===== src/rtl/rx_sched.sv =====
// Receive-transaction scheduler: arms the USB receiver for one packet, bounds each
// phase with a shared timer, aborts and retries on failure, reports one status pulse.
module rx_sched #(
  parameter int TIMEOUT_CYC = 255,
  parameter int PKT_CYC     = 128,
  parameter int EOP_CYC     = 4,
  parameter int MAX_TRIES   = 3
) (
  input  logic                           clk,
  input  logic                           rst,
  input  logic                           rx_start,
  input  logic                           rx_is_hs,
  input  logic                           rx_cancel,
  output logic                           busy,
  output logic                           rx_done,
  output logic [1:0]                     rx_status,
  output logic [$clog2(MAX_TRIES+1)-1:0] tries,
  output logic                           receive_data,
  output logic                           receive_hshake,
  output logic                           abort,
  input  logic                           got_sync,
  input  logic                           end_rc_nrzi,
  input  logic                           EOP_error,
  input  logic                           rc_dpdm_wait
);

  localparam int TW     = $clog2(MAX_TRIES + 1);
  localparam int MAX_AB = (TIMEOUT_CYC > PKT_CYC) ? TIMEOUT_CYC : PKT_CYC;
  localparam int MAXC   = (MAX_AB > EOP_CYC) ? MAX_AB : EOP_CYC;
  localparam int TMR_W  = $clog2(MAXC);

  localparam logic [1:0] ST_OK      = 2'b00;
  localparam logic [1:0] ST_TIMEOUT = 2'b01;
  localparam logic [1:0] ST_ERROR   = 2'b10;
  localparam logic [1:0] ST_CANCEL  = 2'b11;

  typedef enum logic [2:0] {
    S_IDLE  = 3'd0,
    S_ARM   = 3'd1,
    S_RECV  = 3'd2,
    S_EOPW  = 3'd3,
    S_ABORT = 3'd4,
    S_DONE  = 3'd5
  } state_t;

  state_t             state_r, state_s;
  logic [TMR_W-1:0]   tmr_r, tmr_s;
  logic               is_hs_r, is_hs_s;
  logic [TW-1:0]      tries_r, tries_s;
  logic [1:0]         code_r, code_s;
  logic [1:0]         status_r, status_s;
  logic               busy_r, done_r, abort_r, rdata_r, rhs_r;
  logic               rx_on_s;

  // Next-state, timer, attempt counter and recorded failure code.
  always_comb begin
    state_s  = state_r;
    is_hs_s  = is_hs_r;
    tries_s  = tries_r;
    code_s   = code_r;
    status_s = status_r;
    case (state_r)
      S_IDLE: begin
        if (rx_start) begin
          state_s = S_ARM;
          is_hs_s = rx_is_hs;
          tries_s = TW'(1);
          code_s  = ST_OK;
        end else begin
          state_s = S_IDLE;
        end
      end
      S_ARM: begin
        if (rx_cancel) begin
          state_s = S_ABORT;
          code_s  = ST_CANCEL;
        end else if (EOP_error) begin
          state_s = S_ABORT;
          code_s  = ST_ERROR;
        end else if (got_sync) begin
          state_s = S_RECV;
        end else if (tmr_r == TMR_W'(TIMEOUT_CYC - 1)) begin
          state_s = S_ABORT;
          code_s  = ST_TIMEOUT;
        end else begin
          state_s = S_ARM;
        end
      end
      S_RECV: begin
        if (rx_cancel) begin
          state_s = S_ABORT;
          code_s  = ST_CANCEL;
        end else if (EOP_error) begin
          state_s = S_ABORT;
          code_s  = ST_ERROR;
        end else if (end_rc_nrzi) begin
          state_s = S_EOPW;
        end else if (tmr_r == TMR_W'(PKT_CYC - 1)) begin
          state_s = S_ABORT;
          code_s  = ST_ERROR;
        end else begin
          state_s = S_RECV;
        end
      end
      S_EOPW: begin
        if (rx_cancel) begin
          state_s = S_ABORT;
          code_s  = ST_CANCEL;
        end else if (EOP_error) begin
          state_s = S_ABORT;
          code_s  = ST_ERROR;
        end else if (rc_dpdm_wait) begin
          state_s = S_DONE;
          code_s  = ST_OK;
        end else if (tmr_r == TMR_W'(EOP_CYC - 1)) begin
          state_s = S_ABORT;
          code_s  = ST_ERROR;
        end else begin
          state_s = S_EOPW;
        end
      end
      S_ABORT: begin
        if (rx_cancel) begin
          state_s = S_DONE;
          code_s  = ST_CANCEL;
        end else if ((tries_r < TW'(MAX_TRIES)) && (code_r != ST_CANCEL)) begin
          state_s = S_ARM;
          tries_s = tries_r + TW'(1);
        end else begin
          state_s = S_DONE;
        end
      end
      S_DONE: begin
        state_s = S_IDLE;
      end
      default: begin
        state_s = S_IDLE;
      end
    endcase

    // Status is cleared on acceptance and published only as DONE is entered.
    if ((state_r == S_IDLE) && rx_start) begin
      status_s = ST_OK;
    end else if ((state_s == S_DONE) && (state_r != S_DONE)) begin
      status_s = code_s;
    end else begin
      status_s = status_r;
    end

    if (state_s != state_r) begin
      tmr_s = {TMR_W{1'b0}};
    end else if ((state_r == S_ARM) || (state_r == S_RECV) || (state_r == S_EOPW)) begin
      tmr_s = tmr_r + TMR_W'(1);
    end else begin
      tmr_s = {TMR_W{1'b0}};
    end

    rx_on_s = (state_s == S_ARM) || (state_s == S_RECV);
  end

  // State and output registers; outputs are decoded from the next state so they
  // line up with the registered state while staying flop-driven.
  always_ff @(posedge clk) begin
    if (rst) begin
      state_r  <= S_IDLE;
      tmr_r    <= {TMR_W{1'b0}};
      is_hs_r  <= 1'b0;
      tries_r  <= {TW{1'b0}};
      code_r   <= ST_OK;
      status_r <= ST_OK;
      busy_r   <= 1'b0;
      done_r   <= 1'b0;
      abort_r  <= 1'b0;
      rdata_r  <= 1'b0;
      rhs_r    <= 1'b0;
    end else begin
      state_r  <= state_s;
      tmr_r    <= tmr_s;
      is_hs_r  <= is_hs_s;
      tries_r  <= tries_s;
      code_r   <= code_s;
      status_r <= status_s;
      busy_r   <= (state_s != S_IDLE);
      done_r   <= (state_s == S_DONE);
      abort_r  <= (state_s == S_ABORT);
      rdata_r  <= rx_on_s & ~is_hs_s;
      rhs_r    <= rx_on_s & is_hs_s;
    end
  end

  assign busy           = busy_r;
  assign rx_done        = done_r;
  assign abort          = abort_r;
  assign receive_data   = rdata_r;
  assign receive_hshake = rhs_r;
  assign rx_status      = status_r;
  assign tries          = tries_r;

endmodule


===== config.mk =====
export PLATFORM = sky130hd
export DESIGN_NAME = rx_sched
export DESIGN_NICKNAME = d
export VERILOG_FILES = /design/src/rtl/rx_sched.sv
export SDC_FILE = /design/constraint.sdc
export NUM_CORES = 1
export LEC_CHECK = 0
export ABC_AREA = 1
export BUFFER_PORTS_ARGS = -buffer_cell sky130_fd_sc_hd__buf_4
export CAP_MARGIN = 30
export CORE_UTILIZATION = 60
export DETAILED_ROUTE_END_ITERATION = 8
export GPL_ROUTABILITY_DRIVEN = 0
export PLACE_DENSITY = 0.88
export SLEW_MARGIN = 20
export SYNTH_ARGS = -nofsm -noshare
export SYNTH_HDL_FRONTEND = slang
export SYNTH_SLANG_ARGS = --single-unit

===== constraint.sdc =====
create_clock -name clk -period 3.7 [get_ports clk]
set_input_delay 0.185 -clock clk [delete_from_list [all_inputs] [get_ports clk]]
set_output_delay 0.185 -clock clk [all_outputs]
set_load 0.01 [all_outputs]

Yosys cells after proc, flatten, opt, wreduce, memory -nomap -nowiden
Cells that the tools add are included.
W data, S select, Z words.
- word-level logic and storage cells: 84
- bits in registers: 23
- output and inout bits: 9
- muxes and demuxes: 37
- equal/unequal tests: 17
- order comparisons: 1
- reduce and logical (&&, ||, !) cells: 12
- bitwise gates (word level): 4
- $add $sub $neg: 2
- operator list (cell ; count):
    $mux W3 ; 14
    $mux W2 ; 17
    $pmux W3 S5 ; 1
    $pmux W2 S5 ; 1
    $eq A3 B2 Y1 const B ; 3
    $eq A3 B3 Y1 const B ; 3
    $add A8 B1 Y8 const B ; 1
    $eq A8 B2 Y1 const B ; 1
    $eq A8 B7 Y1 const B ; 1
    $eq A8 B8 Y1 const B ; 1
    $ne A2 B2 Y1 const B ; 4
    $eq A3 B1 Y1 const B ; 2
    $pmux W2 S2 ; 1
    $reduce_and A4 Y1 ; 1
    $logic_and A1 B1 Y1 ; 3
    $logic_not A3 Y1 ; 1
    $logic_or A1 B1 Y1 ; 3
    $mux W1 ; 3
    $ne A3 B3 Y1 ; 1
    $ne A3 B3 Y1 const B ; 1
    $reduce_bool A3 Y1 ; 1
    $reduce_or A3 Y1 ; 1
    $add A2 B1 Y2 const B ; 1
    $and A1 B1 Y1 ; 2
    other kinds (4) ; 5

Longest topological paths before layout
- depth after elaboration: 9
- gate-level depth with buffers: 14

Worst setup path before layout
No wires, ideal clock.
- kind: reg-to-reg
- from: register tmr_r[0]
- to: register tmr_r[2]
- arrival: 1.405 ns
- slack: 2.179 ns
- setup time: 0.116 ns
- stages on the path, launching flop included: 13
- clock period less this slack: 1.521 ns
- path buffers: 0
- data required time: 3.584 ns
- path through: dfxtp_1 > ha_1 > nand2_1 > nor2_1 > nand3_1 > nand2_1 > nand2_1 > nand2_2 > nand2_4 > nand2_1 > nand2_2 > nand3_4 > nor2_1
- longest elaborated chain between the ends: 8
- RTL lines (element ; line ; RTL):
    start: declaration ; 47 ; logic [TMR_W-1:0] tmr_r, tmr_s;
    start signal: assignment ; 166 ; tmr_r <= {TMR_W{1'b0}};
    start signal: assignment ; 178 ; tmr_r <= tmr_s;
    $eq A8 B2 Y1, or another cell as far along ; 115 ; end else if (tmr_r == TMR_W'(EOP_CYC - 1)) begin
    $mux W3, on equally long branches ; 115, 82, 98 ;
    $mux W3, on equally long branches ; 112, 80, 96 ;
    $mux W3, on equally long branches ; 109, 77, 93 ;
    $mux W3, on equally long branches ; 106, 74, 90 ;
    $pmux W3 S5 ; 62 ; case (state_r)
    $ne A3 B3 Y1 ; 150 ; if (state_s != state_r) begin
    $reduce_or A3 Y1 (no source line) ; n/a ;
Parallel ways exist; a longest one is shown, timed or not.
A chain may end at the register's enable or synchronous reset.

Final worst setup path
Same ends and word-level chain as after synthesis.

==> flow_summary_export.csv <==
group,metric,value,unit
status,outcome,"completed",
yosys,synth_seq_area_share,34.8,%
clock_network,clkSlewWorstSetupHoldPaths,120,ps
clock_network,cts.sinks,23,
yosys,synth_top_cell_area_share,34.8,%
floorplanning,die_x,48.9,um
final_layout,area_growth_syn_to_layout,14.2,%
routing,wl_per_cell,11.2,um
yosys,synth_fp_nets,211,
floorplanning,die_area,2390,um2
sta,timing.setup.tns,0,ps
clock_network,cts_buffers,3,
setup_path,path_class,"reg -> reg",
clock_network,cts_tree,"yes",
yosys,synth.avg_cell_area,6.64,um2
setup_path,slowest_stage,"dfxtp_1",
place,dp_hpwl,2170,um
global_routing,grt_max_degree,13,
hold_path,min_from,"rst",
sta,fin_skew,5.42,ps
hold_path,hold_depth,2,
clock_network,clkLatencyLatePin,310,ps
global_routing,grt_usage,25.9,%
sta,slew_viol_final,0,
yosys,syn_inst,199,
routing,firstDrtPassIters,5,
hold_path,whs_endpoint,"is_hs_r",
setup_path,r2r_end,"tmr_r[2]",
routing,wl,2760,um
flow_run,drv_cap,0,
sta,post-route-period-util,47.0,%
setup_path,worstRegToRegCells,12,
power,p_per_area,336,nW/um2
clock_network,cts.hold.buffers_added,0,
floorplanning,start_util,65.3,%
routing,drt-initial-drc-count,44,
clock_network,cts.path.max_buffers,2,
yosys,yosysTopAreaCell,"dfxtp_1",
global_routing,grt_overflow_total,0,
clock_network,cts_resized,0,
sta,rsz0062_at_grt,"no",
place,portBuffers,17,
setup_path,path_cells,"ha_1 -> nand2_1 -> nor2_1 -> nand3_1 -> nand2_1 -> nand2_1 -> nand2_2 -> nand2_4 -> nand2_1 -> nand2_2 -> nand3_4 -> nor2_1",
routing,num_vias,1254,
global_routing,grt_pass1_vias,1198,
yosys,synthesis.area,1320,um2
routing,ant_nets,0,
setup_path,crit_start,"tmr_r[0]",
setup_path,critPathRequiredTime,3910,ps
final_layout,layout.nets,233,
floorplanning,die_y,48.9,um
sta,setup_viol,0,
setup_path,critPathArrivalTime,1950,ps
floorplanning,row_count,16,
setup_path,cp-start-kind,"flip-flop",
floorplanning,ios,18,
global_routing,antenna_found_initial,0,
setup_path,max_stage_delay,390,ps
hold_path,min_path_type,"in -> reg",
clock_network,cts-htree-levels,1,
yosys,ys_types,26,
setup_path,critPathMaxFanout,8,
setup_path,r2r_slack,1960,ps
final_layout,layout-drive-gt1-share,17.7,%
sta,worst_pin_slew,498,ps
sta,hold_ws,33.2,ps
sta,fin_crit,1740,ps
global_routing,grt_pass1_wl,4900,um
routing,drc,0,
setup_path,cpMostUsedCell,"nand2_1",
final_layout,final_cell_mix,"nand2_1 (45), inv_1 (36), nor2_1 (30)",
floorplanning,coreArea,2020,um2
yosys,synth.ff_latch_count,23,
clock_network,root_buffer,"clkbuf_4",
clock_network,cts_setup_buffers,0,
sta,final-hold-violation-count,0,
sta,slew_headroom,66.5,%
sta,max_freq,575,MHz
power,vdd_drop_max,0.268,mV
setup_path,reg2reg_from,"tmr_r[0]",
final_layout,layout_commonest_cell,"nand2_1",
final_layout,n_antenna_cell,0,
routing,via_per_inst,5.08,
setup_path,end_kind,"flip-flop",
yosys,yosys_warnings,0,
yosys,yosys-top-cells-area,"dfxtp_1 (35%), nand2_1 (13%), inv_1 (10%)",
power,leakagePower,0.735,nW
-- Yosys cell counts, drive strengths merged --
cell type,n
nor3,4
xor2,3
xnor2,2
or2,1
nand2,49
nand3,18
inv,37
nand3b,1
nor4,1
a31oi,1
dfxtp,23
nand4,1
o21ai,12
nor2,35
a21oi,6
clkinv,2
ha,3
-- state kept, by name (all words and copies together), names as in the netlist --
name,flops
tmr_r,8
state_r,3
code_r,2
rx_status,2
tries,2
abort,1
busy,1
is_hs_r,1
receive_data,1
receive_hshake,1
rx_done,1
-- stage by stage --
| stage | worst slack, ps | cell area (um2) | instances | total power, mW | utilization [%] |
|---|---|---|---|---|---|
| 3_5_place_dp | 1960 | 1480 | 243 | 0.398 | 73.3 |
| 2_1_floorplan | 2180 | 1320 | 199 | 0.359 | - |
| 6_report | 1960 | 1510 | 247 | 0.508 | 74.6 |
| 4_1_cts | 1950 | 1510 | 247 | 0.509 | 74.6 |
| 5_1_grt | 1710 | 1510 | 247 | 0.539 | 74.6 |
| 3_3_place_gp | 2020 | 1480 | 243 | 0.394 | 73.3 |
-- critical path: cells and delay by family, from the launching register on --
| family | cells | cell delay (ps) |
|---|---|---|
| flip-flops | 1 | 390 |
| AND/OR/NAND/NOR | 11 | 1010 |
| adder cells (fa/ha/maj) | 1 | 250 |
-- where the power goes --
group          total [mW]  internal (mW)  switching, mW
Clock               0.113         0.0421         0.0707
Sequential          0.274          0.263         0.0109
Combinational       0.121         0.0464         0.0749
-- area by class of cell --
| type | count | area, um2 |
|---|---|---|
| flip-flops and latches | 23 | 460 |
| fillers | 158 | 513 |
| inverters | 39 | 146 |
| repair buffers | 17 | 128 |
| well taps | 27 | 33.8 |
| multi-input cells | 137 | 714 |
| clock buffers | 4 | 26.3 |
-- how the worst max path moves through the flow --
stage | to | depth (start not counted)
floorplan | tmr_r[2] | 12
global placement | receive_hshake | 12
detailed placement | receive_hshake | 12
CTS | tmr_r[2] | 12
global route | receive_hshake | 12
finish | tmr_r[2] | 12
-- logic make-up (layout without fill, tap and decap cells) --
family / after synthesis / count (layout) / share of synthesized area [%]
adders and majority gates: 3 / 3 / 2.84
xor gates and xnor gates: 5 / 5 / 3.31
AOI/OAI and AO/OA: 19 / 19 / 7.58
DFF: 23 / 23 / 34.8
buffers and inverters: 39 / 60 / 11.1
and+or+nand+nor: 110 / 110 / 40.3
-- layer usage --
layer	up-vias	part of all wire, %	wire length (um)	global-route usage [%]
li1	654	-	-	-
met1	552	48	1330	34.4
met2	44	44	1220	42.4
met3	4	6.5	179	5.30
met4	0	0.94	26	7.35
met5	-	0	0	0
No activity file was read; power rests on OpenSTA's default activity.
